==> src/rtl/msx_slot_config.sv <==
// msx_slot_config: maps per-slot cartridge menu selections and commits them to the loader after they settle.
module msx_slot_config #(
  parameter int SLOTS = 2,
  parameter int TYP_W = 3,
  parameter int STABLE_CYCLES = 1024,
  parameter logic [SLOTS-1:0] EXT_MASK = 'b01,
  parameter int TYP_MFRSD = 4,
  parameter int TYP_FDC = 6,
  parameter int TYP_EMPTY = 7
) (
  input  logic                   clk,
  input  logic                   reset,
  input  logic [SLOTS*TYP_W-1:0] slot_sel,
  input  logic [SLOTS-1:0]       fdc_allowed,
  input  logic                   reload_ack,
  output logic [SLOTS*TYP_W-1:0] cart_typ,
  output logic [SLOTS-1:0]       rom_load_hide,
  output logic                   reload,
  output logic [SLOTS-1:0]       reload_mask,
  output logic                   busy
);
  localparam int CW = $clog2(STABLE_CYCLES + 1);
  localparam logic [CW-1:0] CNT_LAST = CW'(STABLE_CYCLES - 1);
  localparam logic [TYP_W-1:0] MFRSD = TYP_W'(TYP_MFRSD);
  localparam logic [TYP_W-1:0] FDC = TYP_W'(TYP_FDC);
  localparam logic [TYP_W-1:0] EMPTY = TYP_W'(TYP_EMPTY);
  typedef enum logic [1:0] {IDLE, SETTLE, RELOAD} state_t;
  state_t state_q, state_d;
  logic [CW-1:0] cnt_q, cnt_d;
  logic [SLOTS*TYP_W-1:0] mapped, cand_q, cand_prev_q, committed_q, committed_d, snap_q, snap_d;
  for (genvar i = 0; i < SLOTS; i++) begin : g_slot
    logic [TYP_W-1:0] s;
    assign s = slot_sel[i*TYP_W +: TYP_W];
    // Disallowed FDC and extended mappers on slots without extension support collapse to empty.
    assign mapped[i*TYP_W +: TYP_W] = ((s == FDC && !fdc_allowed[i]) ||
      (s >= MFRSD && s != FDC && s != EMPTY && !EXT_MASK[i])) ? EMPTY : s;
    assign rom_load_hide[i] = |committed_q[i*TYP_W +: TYP_W];
    assign reload_mask[i] = reload && (snap_q[i*TYP_W +: TYP_W] != committed_q[i*TYP_W +: TYP_W]);
  end
  assign cart_typ = committed_q;
  assign reload = state_q == RELOAD;
  assign busy = state_q != IDLE;
  always_comb begin
    state_d = state_q;
    cnt_d = cnt_q;
    snap_d = snap_q;
    committed_d = committed_q;
    case (state_q)
      IDLE: if (cand_q != committed_q) begin
        state_d = SETTLE;
        cnt_d = '0;
      end
      SETTLE: if (cand_q == committed_q) state_d = IDLE;
        else if (cand_q != cand_prev_q) cnt_d = '0;
        else if (cnt_q == CNT_LAST) begin
          state_d = RELOAD;
          snap_d = cand_q;
        end else cnt_d = cnt_q + 1'b1;
      RELOAD: if (reload_ack) begin
        committed_d = snap_q;
        state_d = IDLE;
      end
      default: state_d = IDLE;
    endcase
  end
  always_ff @(posedge clk) begin
    if (reset) begin
      state_q <= IDLE;
      cnt_q <= '0;
      cand_q <= mapped;
      cand_prev_q <= mapped;
      committed_q <= mapped;
      snap_q <= mapped;
    end else begin
      state_q <= state_d;
      cnt_q <= cnt_d;
      cand_q <= mapped;
      cand_prev_q <= cand_q;
      committed_q <= committed_d;
      snap_q <= snap_d;
    end
  end
endmodule

==> config.mk <==
export PLATFORM = sky130hd
export DESIGN_NAME = msx_slot_config
export DESIGN_NICKNAME = d
export VERILOG_FILES = /design/src/rtl/msx_slot_config.sv
export SDC_FILE = /design/constraint.sdc
export NUM_CORES = 1
export LEC_CHECK = 0
export BUFFER_PORTS_ARGS = -buffer_cell sky130_fd_sc_hd__buf_4
export CAP_MARGIN = 30
export CORE_AREA = 2 2 69 71
export DETAILED_ROUTE_END_ITERATION = 16
export DIE_AREA = 0 0 71 73
export PLACE_DENSITY = 0.67
export SKIP_LAST_GASP = 1
export SYNTH_ARGS = -nofsm -noshare
export SYNTH_HDL_FRONTEND = slang
export SYNTH_SLANG_ARGS = --single-unit
==> constraint.sdc <==
create_clock -name clk -period 2.2 [get_ports clk]
set_clock_uncertainty 0.15 [all_clocks]
set_input_delay 0.44 -clock clk [delete_from_list [all_inputs] [get_ports clk]]
set_output_delay 0.44 -clock clk [all_outputs]
set_load 0.05 [all_outputs]
Word level (Yosys, flattened, before mapping)
Index checks and enable logic that the tools add are counted.

word-level totals
  register bits = 37
  input port bits = 11

operators by class
  add/subtract/negate cells = 1
  reduce and logical (&&, ||, !) cells = 22
  $lt $le $gt $ge = 1
  mux-type cells = 22
  equality and inequality tests = 20

operator list
  operator                                                   number
  2-to-1 mux 6 bit                                           9
  2-to-1 mux 11 bit                                          4
  case mux 11 bit (2 select lines)                           1
  != test 3 bit (second input constant)                      5
  != test 6 bit                                              2
  AND reduction 4 bit                                        3
  nonzero test 2 bit                                         6
  adder 11 x 1 -> 11 bit (second input constant)             1
  == test 11 x 10 -> 1 bit (second input constant)           1
  2-to-1 mux 2 bit                                           5
  != test 2 bit (second input constant)                      5
  == test 3 bit (second input constant)                      2
  == test 6 bit                                              1
  logical AND 1 bit                                          6
  2-to-1 mux 3 bit                                           2
  != test 3 bit                                              2
  case mux 2 bit (3 select lines)                            1
  OR reduction 3 bit                                         2
  greater-or-equal comparator 3 bit (second input constant)  1
  == test 2 x 1 -> 1 bit (second input constant)             1
  == test 2 bit (second input constant)                      1
  zero test 1 bit                                            2
  zero test 2 bit                                            1
  AND reduction 2 bit                                        1
  logical OR 1 bit                                           1

Longest topological paths before layout
Gate-level depths: netlist of run 1.

  depth in word-level cells = 6
  mapped depth = 6

Worst setup path after synthesis of run 1
Ideal clock, no wire load.

  path type = register to output
  start point = register committed_q[5], in the netlist cart_typ[5]
  end point = output port reload_mask[1]
  slack = -0.142 ns
  cell stages (with the launch flop) = 3
  required time = 1.610 ns
  arrival = 1.752 ns
  path through = edfxtp_1 -> xnor2_1 -> a31oi_1

between the ends
  word-level cells in the longest chain between the ends = 2

RTL lines
  element                 RTL line  text
  start, declared         30        logic [SLOTS*TYP_W-1:0] mapped, cand_q, cand_prev_q, committed_q, committed_d, snap_q, snap_d;
  start signal, assigned  72        committed_q <= mapped;
  start signal, assigned  79        committed_q <= committed_d;
  != test 3 bit           38        assign reload_mask[i] = reload && (snap_q[i*TYP_W +: TYP_W] != committed_q[i*TYP_W +: TYP_W]);
  logical AND 1 bit       38
  end, declared           19        output logic [SLOTS-1:0] reload_mask,

No other way between the ends.

Final worst setup path of run 1
  start point = register cnt_q[0]
  end point = register snap_q[0] (enable)

between the ends
  word-level cells in the longest chain between the ends = 3

RTL lines
  element                        RTL line  text
  start, declared                29        logic [CW-1:0] cnt_q, cnt_d;
  start signal, assigned         76        cnt_q <= cnt_d;
  == test 11 x 10 -> 1 bit       55        else if (cnt_q == CNT_LAST) begin
  nonzero test 2 bit (no line)   -
  AND reduction 4 bit (no line)  -
  end signal, assigned           73        snap_q <= mapped;
  end signal, assigned           80        snap_q <= snap_d;
  end, declared                  30

No other way between the ends.
A chain may end at the register's enable or synchronous reset.

==> results of run 1 <==
-- worst paths after layout --
| check | slack, ns | to | start |
|---|---|---|---|
| worst min register to register | 0.29 | cnt_q[10] | cnt_q[10] |
| worst min-delay path | 0.12 | cand_q[1] | slot_sel[1] |
| worst max-delay path | 0.1 | snap_q[0] | cnt_q[0] |
| worst max register to register | 0.1 | snap_q[0] | cnt_q[0] |
-- cell usage after synthesis (2+ instances only) --
| master | n | area [um2] |
|---|---|---|
| a21oi_1 | 7 | 35.0 |
| a221o_1 | 3 | 30.0 |
| a311o_1 | 3 | 30.0 |
| a31oi_1 | 6 | 37.5 |
| and3_1 | 4 | 25.0 |
| clkbuf_1 | 5 | 18.8 |
| dfxtp_1 | 25 | 500 |
| edfxtp_1 | 12 | 360 |
| inv_1 | 11 | 41.3 |
| nand2_1 | 16 | 60.1 |
| nand2b_1 | 2 | 12.5 |
| nand3_1 | 4 | 20.0 |
| nand4_1 | 3 | 18.8 |
| nor2_1 | 11 | 41.3 |
| nor3_1 | 3 | 15.0 |
| nor4_1 | 4 | 25.0 |
| nor4_2 | 2 | 25.0 |
| o21a_1 | 2 | 15.0 |
| o21ai_0 | 7 | 35.0 |
| o21ai_1 | 2 | 10.0 |
| o22ai_1 | 2 | 12.5 |
| or2_2 | 2 | 12.5 |
| or3_1 | 2 | 12.5 |
| or4_1 | 3 | 22.5 |
| xnor2_1 | 14 | 123 |
| xor2_1 | 4 | 35.0 |
-- power breakdown --
part,total (uW),leakage [uW],switching [uW],internal (uW)
Sequential,767,0.000322,26.3,741
Clock,589,0.0000518,255,334
Combinational,187,0.000492,112,74.2
-- state kept, by name, summed over array words and instances, names as in the netlist --
name         flops
cand_prev_q      6
cand_q           6
cart_typ         6
cnt_q           11
snap_q           6
state_q          2
-- cell type report --
class / instances / area (um2) / share of cell area, %
inverters: 12 / 45.0 / 2.06
well taps: 54 / 67.6 / 3.09
clock buffers: 5 / 68.8 / 3.15
multi-input cells: 120 / 815 / 37.3
flip-flops and latches: 37 / 861 / 39.4
clock inverters: 3 / 41.3 / 1.89
repair buffers: 38 / 285 / 13.1
-- cells in the final DEF (no fill, tap or decap), drive strengths merged, types with 3 or more instances in the layout --
cell type  instances
a21oi              7
a221o              3
a311o              3
a31o               3
a31oi              6
and3               4
buf               38
clkbuf             5
dfxtp             25
edfxtp            12
inv               11
nand2             16
nand3              5
nand4              4
nor2              11
nor3               4
nor4               6
o21ai              9
or2                3
or4                4
xnor2             14
xor2               4
-- logic make-up after synthesis --
family	share of synthesized area [%]
muxes	0.578
xor gates and xnor gates	9.10
DFF	49.7
AOI/OAI and AO/OA	14.4
and+or+nand+nor	20.5
buffers and inverters	5.05
adders and majority gates	0.722
-- metrics by stage --
| step | instances | hold slack [ns] | power [uW] | cell area, um2 |
|---|---|---|---|---|
| 2_1_floorplan | 176 | 0.262 | 903 | 1750 |
| 3_3_place_gp | 259 | 0.275 | 962 | 2050 |
| 3_5_place_dp | 259 | 0.282 | 966 | 2050 |
| 4_1_cts | 267 | 0.112 | 1550 | 2160 |
| 5_1_grt | 269 | 0.107 | 1600 | 2180 |
| 6_report | 269 | 0.119 | 1540 | 2180 |
-- metal layers --
layer / part of all wire [%] / up-vias / track usage [%]
li1: - / 711 / -
met1: 44 / 687 / 18.6
met2: 50 / 42 / 25.6
met3: 5.0 / 6 / 3.45
met4: 1.3 / 0 / 5.66
met5: 0 / - / 0
-- repair_timing --
item                       in CTS  in global routing
setup buffers                   0                  1
gates resized for setup         0                  2
setup endpoints to repair       0                 10
==> impl_metrics.json, run 1 <==
{
  "synthesis.instances": 176,
  "finalSetupTns_ns": 0,
  "detail-route-antenna-nets": 0,
  "vdd_ir_drop_max_mv": 0.595,
  "detailedPlacementHpwl_um": 2910,
  "globalRouteTotalUtil_pct": 15.0,
  "synth_sequential_area_ratio_pct": 49.7,
  "fmax_mhz": 475,
  "synth_area_per_cell_um2": 9.85,
  "dp_worst_setup_slack_ns": 0.0386,
  "final_hold_viol_count": 0,
  "ios": 23,
  "largest_net_degree_at_the_start_of_global_routing": 18,
  "hold_path_class": "in -> reg",
  "route.final.wire_length_um": 3950,
  "synthArstFlopShare_pct": 0,
  "cts_root_buf": "clkbuf_8",
  "rsz0062_at_grt": "false",
  "antenna_found_initial": 0,
  "cts-root-to-sink-buffers": 2,
  "slew_headroom_pct": 74.2,
  "final_period_minus_worst_setup_slack_ns": 2.10,
  "worst-path-max-fanout": 6,
  "drc_violation_count_after_routing": 0,
  "finalSetupViolations": 0,
  "crit_required_ns": 2.04,
  "max_cap_viol_count": 0,
  "worst_setup_hold_path_clk_slew_ns": 0.08,
  "critical_path_depth": 6,
  "synth_top_flop_cell": "dfxtp_1",
  "chip_height_um": 73,
  "drt-wirelength-per-cell_um": 14.7,
  "power.density_nw_per_um2": 706,
  "critical-path-slowest-cell": "or4_4",
  "initial_utilization_pct": 38.2,
  "timing.reg2reg.worst_path_depth": 6,
  "critPathKind": "reg -> reg",
  "core_region_area_um2": 4540,
  "timing_max_transition_violations_final": 0,
  "cp-start-kind": "register",
  "run_status": "complete, no violations",
  "die_width_um": 71,
  "clock_latency_ns": 0.29,
  "chain_of_cells_forming_the_critical_path": "ha_1 > nand3_1 > or4_4 > nor3_4 > nand2_1 > nand2_2",
  "post_synth_instance_area_um2": 1730,
  "fin_crit_sh_pct": 95.7,
  "cts_tree": "yes",
  "final_layout_size_suffix_gt1_share_pct": 27.0,
  "syn_nets": 188,
  "fin_ws_ns": 0.0953,
  "hold-path-cell-count": 1,
  "synth_edf_count": 12,
  "critical_path.n_buffers_inverters": 0,
  "area_growth_from_synthesis_to_layout_pct": 26.0,
  "leakagePower_uw": 0.000865,
  "setup.worst_path.end_class": "register",
  "critical-path-max-stage-delay_ns": 0.54,
  "critPathTopFamily": "simple AND/OR/NAND/NOR gates",
  "num_rows": 25,
  "first_iter_violations": 72,
  "grt_pass1_wl_um": 5940,
  "via_count": 1446,
  "grt_pass1_vias": 1311,
  "final_net_count": 226,
  "gr-total-overflow": 0,
  "die_footprint_um2": 5180,
  "via_per_inst": 5.38,
  "cts_sinks": 37,
  "ys_seq_elements": 37,
  "worst-slew-pin-transition_ns": 0.383,
  "h_tree_levels": 2,
  "portBuffers": 22,
  "holdBufCountCts": 0,
  "cts_inserted_buffers": 5,
  "final_util_pct": 48.1,
  "drt-pass1-iter-count": 4,
  "place_congestion": 0.814,
  "synth.distinct_cells": 43,
  "critical_path_arrival_ns": 1.95,
  "final.fill_count": 431,
  "num_antenna_cells": 0,
  "ys_warn_count": 0
}
Power figures use the tool's default switching activity.
==> run 2, diff against run 1 <==
--- a/config.mk
+++ b/config.mk
@@ -5,11 +5,12 @@
 export SDC_FILE = /design/constraint.sdc
 export NUM_CORES = 1
 export LEC_CHECK = 0
+export ABC_AREA = 1
 export BUFFER_PORTS_ARGS = -buffer_cell sky130_fd_sc_hd__buf_4
 export CAP_MARGIN = 30
-export CORE_AREA = 2 2 69 71
+export CORE_AREA = 2 2 73 75
 export DETAILED_ROUTE_END_ITERATION = 16
-export DIE_AREA = 0 0 71 73
+export DIE_AREA = 0 0 75 77
 export PLACE_DENSITY = 0.67
 export SKIP_LAST_GASP = 1
 export SYNTH_ARGS = -nofsm -noshare
==> run 2 against run 1 <==
  * Register-to-register slack better by 0.20 ns
  * Area after synthesis is 14% higher
  * Final area is 6.2% higher
  * Flip-flop and latch count stayed put
  * Die area is 11% higher
  * Critical path type is now reg -> out
  * Critical endpoint is now reload_mask[0]
==> impl_metrics.json, run 2 <==
{
  "cts_root_buf": "clkbuf_8",
  "num_antenna_cells": 0,
  "worst-r2r-setup-slack_ns": 0.30,
  "synth_edf_count": 12,
  "ios": 23,
  "dpl_cell_area_um2": 2230,
  "num_rows": 26,
  "largest_reg_flops": 11,
  "critical_path.n_buffers_inverters": 3,
  "grt_pass1_wl_um": 7420,
  "detail-route-antenna-nets": 0,
  "final_layout_size_suffix_gt1_share_pct": 14.9,
  "fmax_mhz": 479,
  "crit_required_ns": 1.61,
  "hold_path_class": "in -> reg",
  "final_common_cell": "nand2_1",
  "first_iter_violations": 86,
  "critical_path_arrival_ns": 1.50,
  "drt-wirelength-per-cell_um": 11.1,
  "finalSetupTns_ns": 0,
  "via_per_inst": 4.54,
  "route.final.wire_length_um": 4280,
  "largest_net_degree_at_the_start_of_global_routing": 18,
  "portBuffers": 22,
  "grt_pass1_vias": 1728,
  "syn_nets": 301,
  "fin_ws_ns": 0.114,
  "critPathKind": "reg -> out",
  "die_footprint_um2": 5780,
  "drt-pass1-iter-count": 4,
  "holdBufCountCts": 0,
  "final_period_minus_worst_setup_slack_ns": 2.09,
  "dp_worst_setup_slack_ns": 0.304,
  "p_switching_uw": 426,
  "post_synth_instance_area_um2": 1980,
  "antenna_found_initial": 0,
  "h_tree_levels": 2,
  "worst_setup_hold_path_clk_slew_ns": 0.08,
  "synth_top_flop_cell": "dfxtp_1",
  "slew_headroom_pct": 74.2,
  "fin_crit_sh_pct": 94.8,
  "seq_power_share_pct": 52.6,
  "detailedPlacementHpwl_um": 3200,
  "vdd_ir_drop_max_mv": 0.295,
  "most-common-layout-cells": "nand2_1 (100), inv_1 (50), nor2_1 (32)",
  "synth_area_per_cell_um2": 6.85,
  "post_synth_most_frequent_cells": "nand2_1 (100), inv_1 (50), nor2_1 (33)",
  "ys_warn_count": 0,
  "ys_seq_elements": 37,
  "cts_tree": "yes",
  "postCtsSetupRepairBufs": 0,
  "run_status": "complete, no violations",
  "synthMostInstantiatedCell": "nand2_1",
  "finalSetupViolations": 0,
  "globalRouteTotalUtil_pct": 16.6,
  "chip_height_um": 77,
  "final_hold_viol_count": 0,
  "ys_top_cells_by_area": "dfxtp_1 (25%), nand2_1 (19%), edfxtp_1 (18%)",
  "drc_violation_count_after_routing": 0,
  "place_congestion": 0.822,
  "synth_sequential_area_ratio_pct": 43.5,
  "chain_of_cells_forming_the_critical_path": "inv_1 > nor2_1 > o41ai_1 > inv_1 > buf_4",
  "setup.worst_path.end_class": "output port",
  "power.density_nw_per_um2": 631,
  "cts_sinks": 37,
  "post_route_design_area_um2": 2320,
  "synthesis.instances": 289,
  "critical-path-slowest-cell": "edfxtp_1",
  "area_growth_from_synthesis_to_layout_pct": 17.2,
  "worst-path-max-fanout": 4,
  "cts_resized": 0,
  "synth_top_cell_by_area": "dfxtp_1",
  "cts-root-to-sink-buffers": 2,
  "critical-path-top-cell-by-count": "inv_1",
  "initial_utilization_pct": 39.8,
  "rsz0062_at_grt": "false",
  "power.share.clock_pct": 33.1,
  "final_net_count": 327,
  "synth_largest_type_area_fraction_pct": 25.3,
  "max_cap_viol_count": 0,
  "worst-slew-pin-transition_ns": 0.382,
  "synth.distinct_cells": 27,
  "critPathTopFamily": "flip-flops",
  "core_region_area_um2": 4980,
  "timing_max_transition_violations_final": 0,
  "combinationalPowerShare_pct": 14.2,
  "via_count": 1753,
  "critical-path-max-stage-delay_ns": 0.43,
  "synthArstFlopShare_pct": 0,
  "cp-start-kind": "register",
  "die_width_um": 75,
  "cell_internal_pwr_uw": 1040,
  "regMostFlops": "cnt_q",
  "leakagePower_uw": 0.00116,
  "gr-total-overflow": 0,
  "cts_inserted_buffers": 5,
  "power_switching_share_pct": 29.1,
  "clock_latency_ns": 0.29
}
==> run 2: cell types whose count changed in the layout (fill, tap and decap cells not counted), moves of 11 or more <==
cell,previous run,this run
xnor2_1,14,1
nor2_1,11,32
nand3_1,4,19
nand2_1,15,100
buf_4,38,27
inv_1,11,50
==> run 2: stage by stage <==
stage	hold WS [ns]	power, uW	utilization (%)	std cells
floorplan	0.320	926	-	289
global placement	0.346	991	44.8	378
detailed placement	0.354	995	44.8	378
CTS	0.107	1480	46.6	386
global route	0.106	1530	46.6	386
finish	0.112	1460	46.6	386
==> run 2: cell type report <==
| class | instances | area, um2 |
|---|---|---|
| clock buffer | 5 | 68.8 |
| clock inverter | 3 | 21.3 |
| fill | 518 | 2660 |
| inverter | 54 | 203 |
| multi-input combinational | 190 | 876 |
| sequential | 37 | 861 |
| tap | 70 | 87.6 |
| timing repair buffer | 27 | 203 |
==> run 2: cell families (layout without fill, tap and decap cells) <==
logic type	Yosys count	after routing	share of synthesized area, %
flip-flops	37	37	43.5
AND/OR/NAND/NOR	162	162	34.7
buffers and inverters	62	89	12.4
XOR/XNOR	6	6	2.65
adder cells (fa/ha/maj)	1	1	0.632
AO/OA/AOI/OAI	21	21	6.13
==> run 2: final timing paths <==
check,endpoint,start,cells past startpoint
worst max-delay path,reload_mask[0],cart_typ[2],5
worst min-delay path,cand_q[2],slot_sel[2],1
worst max register to register,snap_q[5],cnt_q[0],8
worst min register to register,cnt_q[10],cnt_q[10],2
==> run 2: routing by layer <==
metal	GRT usage [%]	share of wire, %	up-vias
met3	3.55	2.5	6
met2	27.5	47	18
li1	-	-	935
met5	0	0	-
met4	5.89	1.6	0
met1	20.9	49	794
==> run 2: power groups by stage <==
| stage | Clock [uW] | Combinational (uW) | Sequential [uW] |
|---|---|---|---|
| 2_1_floorplan | 0 | 119 | 808 |
| 3_3_place_gp | 0 | 205 | 785 |
| 3_5_place_dp | 0 | 208 | 786 |
| 4_1_cts | 495 | 209 | 771 |
| 5_1_grt | 521 | 233 | 776 |
| 6_report | 485 | 209 | 771 |
==> run 3, diff against run 2 <==
==> constraint.sdc (replaced) <==
create_clock -name clk -period 2.2 [get_ports clk]
set_clock_uncertainty 0.15 [all_clocks]
set_input_delay 0.44 -clock clk [delete_from_list [all_inputs] [get_ports clk]]
set_output_delay 0.44 -clock clk [all_outputs]
set_load 0.1 [all_outputs]
==> run 3 against run 2 <==
  * First-iteration DRC count fell by 14%
  * Global-route usage rose by 0.084 points
  * Combinational power up 21%
  * Register-to-register slack worse by 0.03 ns
  * Sequential share of layout area decreased by 0.32 points
  * Utilization rose by 0.40 points
  * Wire length is 1.1% lower
  * Fmax down 3.5%
  * Setup slack got worse by 0.075 ns
  * Die area unchanged
  * Flip-flop and latch count is the same
  * Critical path type unchanged
  * Critical endpoint unchanged
  * Largest power group unchanged
==> impl_metrics.json, run 3 (same netlist as run 2, synthesis figures left out) <==
{
  "run_status": "complete, no violations",
  "final_net_count": 326,
  "timing.critical_path.to": "reload_mask[0]",
  "fin_ws_ns": 0.0395,
  "place_congestion": 0.810,
  "power_switching_share_pct": 31.6,
  "final_hold_viol_count": 0,
  "cp-start-kind": "register",
  "detail-route-antenna-nets": 0,
  "rsz0062_at_grt": "true",
  "leakagePower_uw": 0.00115,
  "power.density_nw_per_um2": 649,
  "dp_worst_setup_slack_ns": 0.273,
  "max_cap_viol_count": 0,
  "h_tree_levels": 2,
  "hold_path_class": "in -> reg",
  "critPathKind": "reg -> out",
  "grt_pass1_vias": 1700,
  "die_footprint_um2": 5780,
  "drt-wirelength-per-cell_um": 11.0,
  "reg2reg_to": "snap_q[3]",
  "worst_setup_hold_path_clk_slew_ns": 0.08,
  "portBuffers": 22,
  "critical_path.startpoint": "cart_typ[0]",
  "finalSetupViolations": 0,
  "power.share.clock_pct": 32.5,
  "most-common-layout-cells": "nand2_1 (99), inv_1 (46), nor2_1 (32)",
  "fin_crit_sh_pct": 98.2,
  "crit_required_ns": 1.61,
  "globalRouteTotalUtil_pct": 16.7,
  "p_switching_uw": 480,
  "final_common_cell": "nand2_1",
  "worst-slew-pin-transition_ns": 0.336,
  "num_antenna_cells": 0,
  "core_region_area_um2": 4980,
  "cell_internal_pwr_uw": 1040,
  "seq_power_share_pct": 50.8,
  "instances_no_fill": 385,
  "cts_tree": "yes",
  "ios": 23,
  "cts_sinks": 37,
  "route.final.wire_length_um": 4230,
  "worst-r2r-setup-slack_ns": 0.27,
  "fmax_mhz": 463,
  "cts_inserted_buffers": 5,
  "clock_latency_ns": 0.30,
  "vdd_ir_drop_max_mv": 0.304,
  "via_count": 1722,
  "cts_root_buf": "clkbuf_8",
  "antenna_found_initial": 0,
  "drt-pass1-iter-count": 4,
  "first_iter_violations": 74,
  "cts-root-to-sink-buffers": 2,
  "regMostFlops": "cnt_q",
  "via_per_inst": 4.47,
  "place.detailed.instances": 376,
  "die_width_um": 75,
  "num_rows": 26,
  "worst-path-max-fanout": 3,
  "holdBufCountCts": 0,
  "final_period_minus_worst_setup_slack_ns": 2.16,
  "largest_reg_flops": 11,
  "critical_path_arrival_ns": 1.57,
  "timing.reg2reg.worst_path_depth": 7,
  "area_growth_from_synthesis_to_layout_pct": 18.2,
  "final_layout_size_suffix_gt1_share_pct": 17.1,
  "initial_utilization_pct": 39.8,
  "chip_height_um": 77,
  "setup.worst_path.end_class": "output port",
  "detailedPlacementHpwl_um": 3160,
  "timing.rr.start": "cnt_q[0]",
  "finalSetupTns_ns": 0,
  "grt_pass1_wl_um": 7430,
  "timing_max_transition_violations_final": 0,
  "drc_violation_count_after_routing": 0,
  "slew_headroom_pct": 77.6,
  "largest_net_degree_at_the_start_of_global_routing": 19,
  "gr-total-overflow": 0,
  "combinationalPowerShare_pct": 16.6
}
==> run 3: worst max-delay path: stages (launching register included) <==
cell and delay (ns):
edfxtp_1 0.45, xor2_1 0.18, o41ai_2 0.39, inv_2 0.06, buf_6 0.19
==> run 3: timing repair <==
action	4_1_cts	5_1_grt
endpoints found under the setup margin	1	1
setup buffers	0	1
gates cloned	0	0
pin swaps	0	1
gates resized for setup	1	1
==> run 3: power by group through the flow <==
| stage | Clock, uW | Sequential [uW] | Combinational [uW] |
|---|---|---|---|
| 2_1_floorplan | 0 | 837 | 134 |
| 3_3_place_gp | 0 | 786 | 246 |
| 5_1_grt | 538 | 777 | 277 |
| 3_5_place_dp | 0 | 788 | 250 |
| 6_report | 494 | 772 | 253 |
| 4_1_cts | 511 | 772 | 252 |
==> run 3: metal layers <==
layer  GRT usage, %  vias up  part of all wire, %
met5              0        -                    0
met2           27.1       30                   47
met1           20.8      755                   47
met4           6.96        0                  2.1
met3           3.94        7                  4.2
li1               -      930                    -
==> run 3: cell type report <==
class	count	area, um2
Fill cell	503	2640
Multi-Input combinational cell	190	900
Sequential cell	37	861
Inverter	54	203
Timing Repair Buffer	26	199
Tap cell	70	87.6
Clock buffer	5	68.8
Clock inverter	3	21.3
==> run 3: per-stage QoR <==
step	total power [uW]	hold WS, ns	util (%)	instance area (um2)
floorplan	971	0.320	-	2000
global placement	1030	0.343	44.8	2230
detailed placement	1040	0.349	44.8	2230
CTS	1540	0.100	46.8	2330
global route	1590	0.0981	47.0	2340
finish	1520	0.107	47.0	2340
==> run 3: worst min-delay path by stage <==
stage | start | endpoint | slack, ns | cells after the start
after floorplan | cnt_q[10] | cnt_q[10] | 0.32 | 2
after global placement | cnt_q[10] | cnt_q[10] | 0.34 | 2
after detailed placement | cnt_q[10] | cnt_q[10] | 0.35 | 2
after CTS | slot_sel[2] | cand_q[2] | 0.10 | 1
after global routing | slot_sel[2] | cand_q[2] | 0.1 | 1
final | slot_sel[5] | cand_q[5] | 0.11 | 1
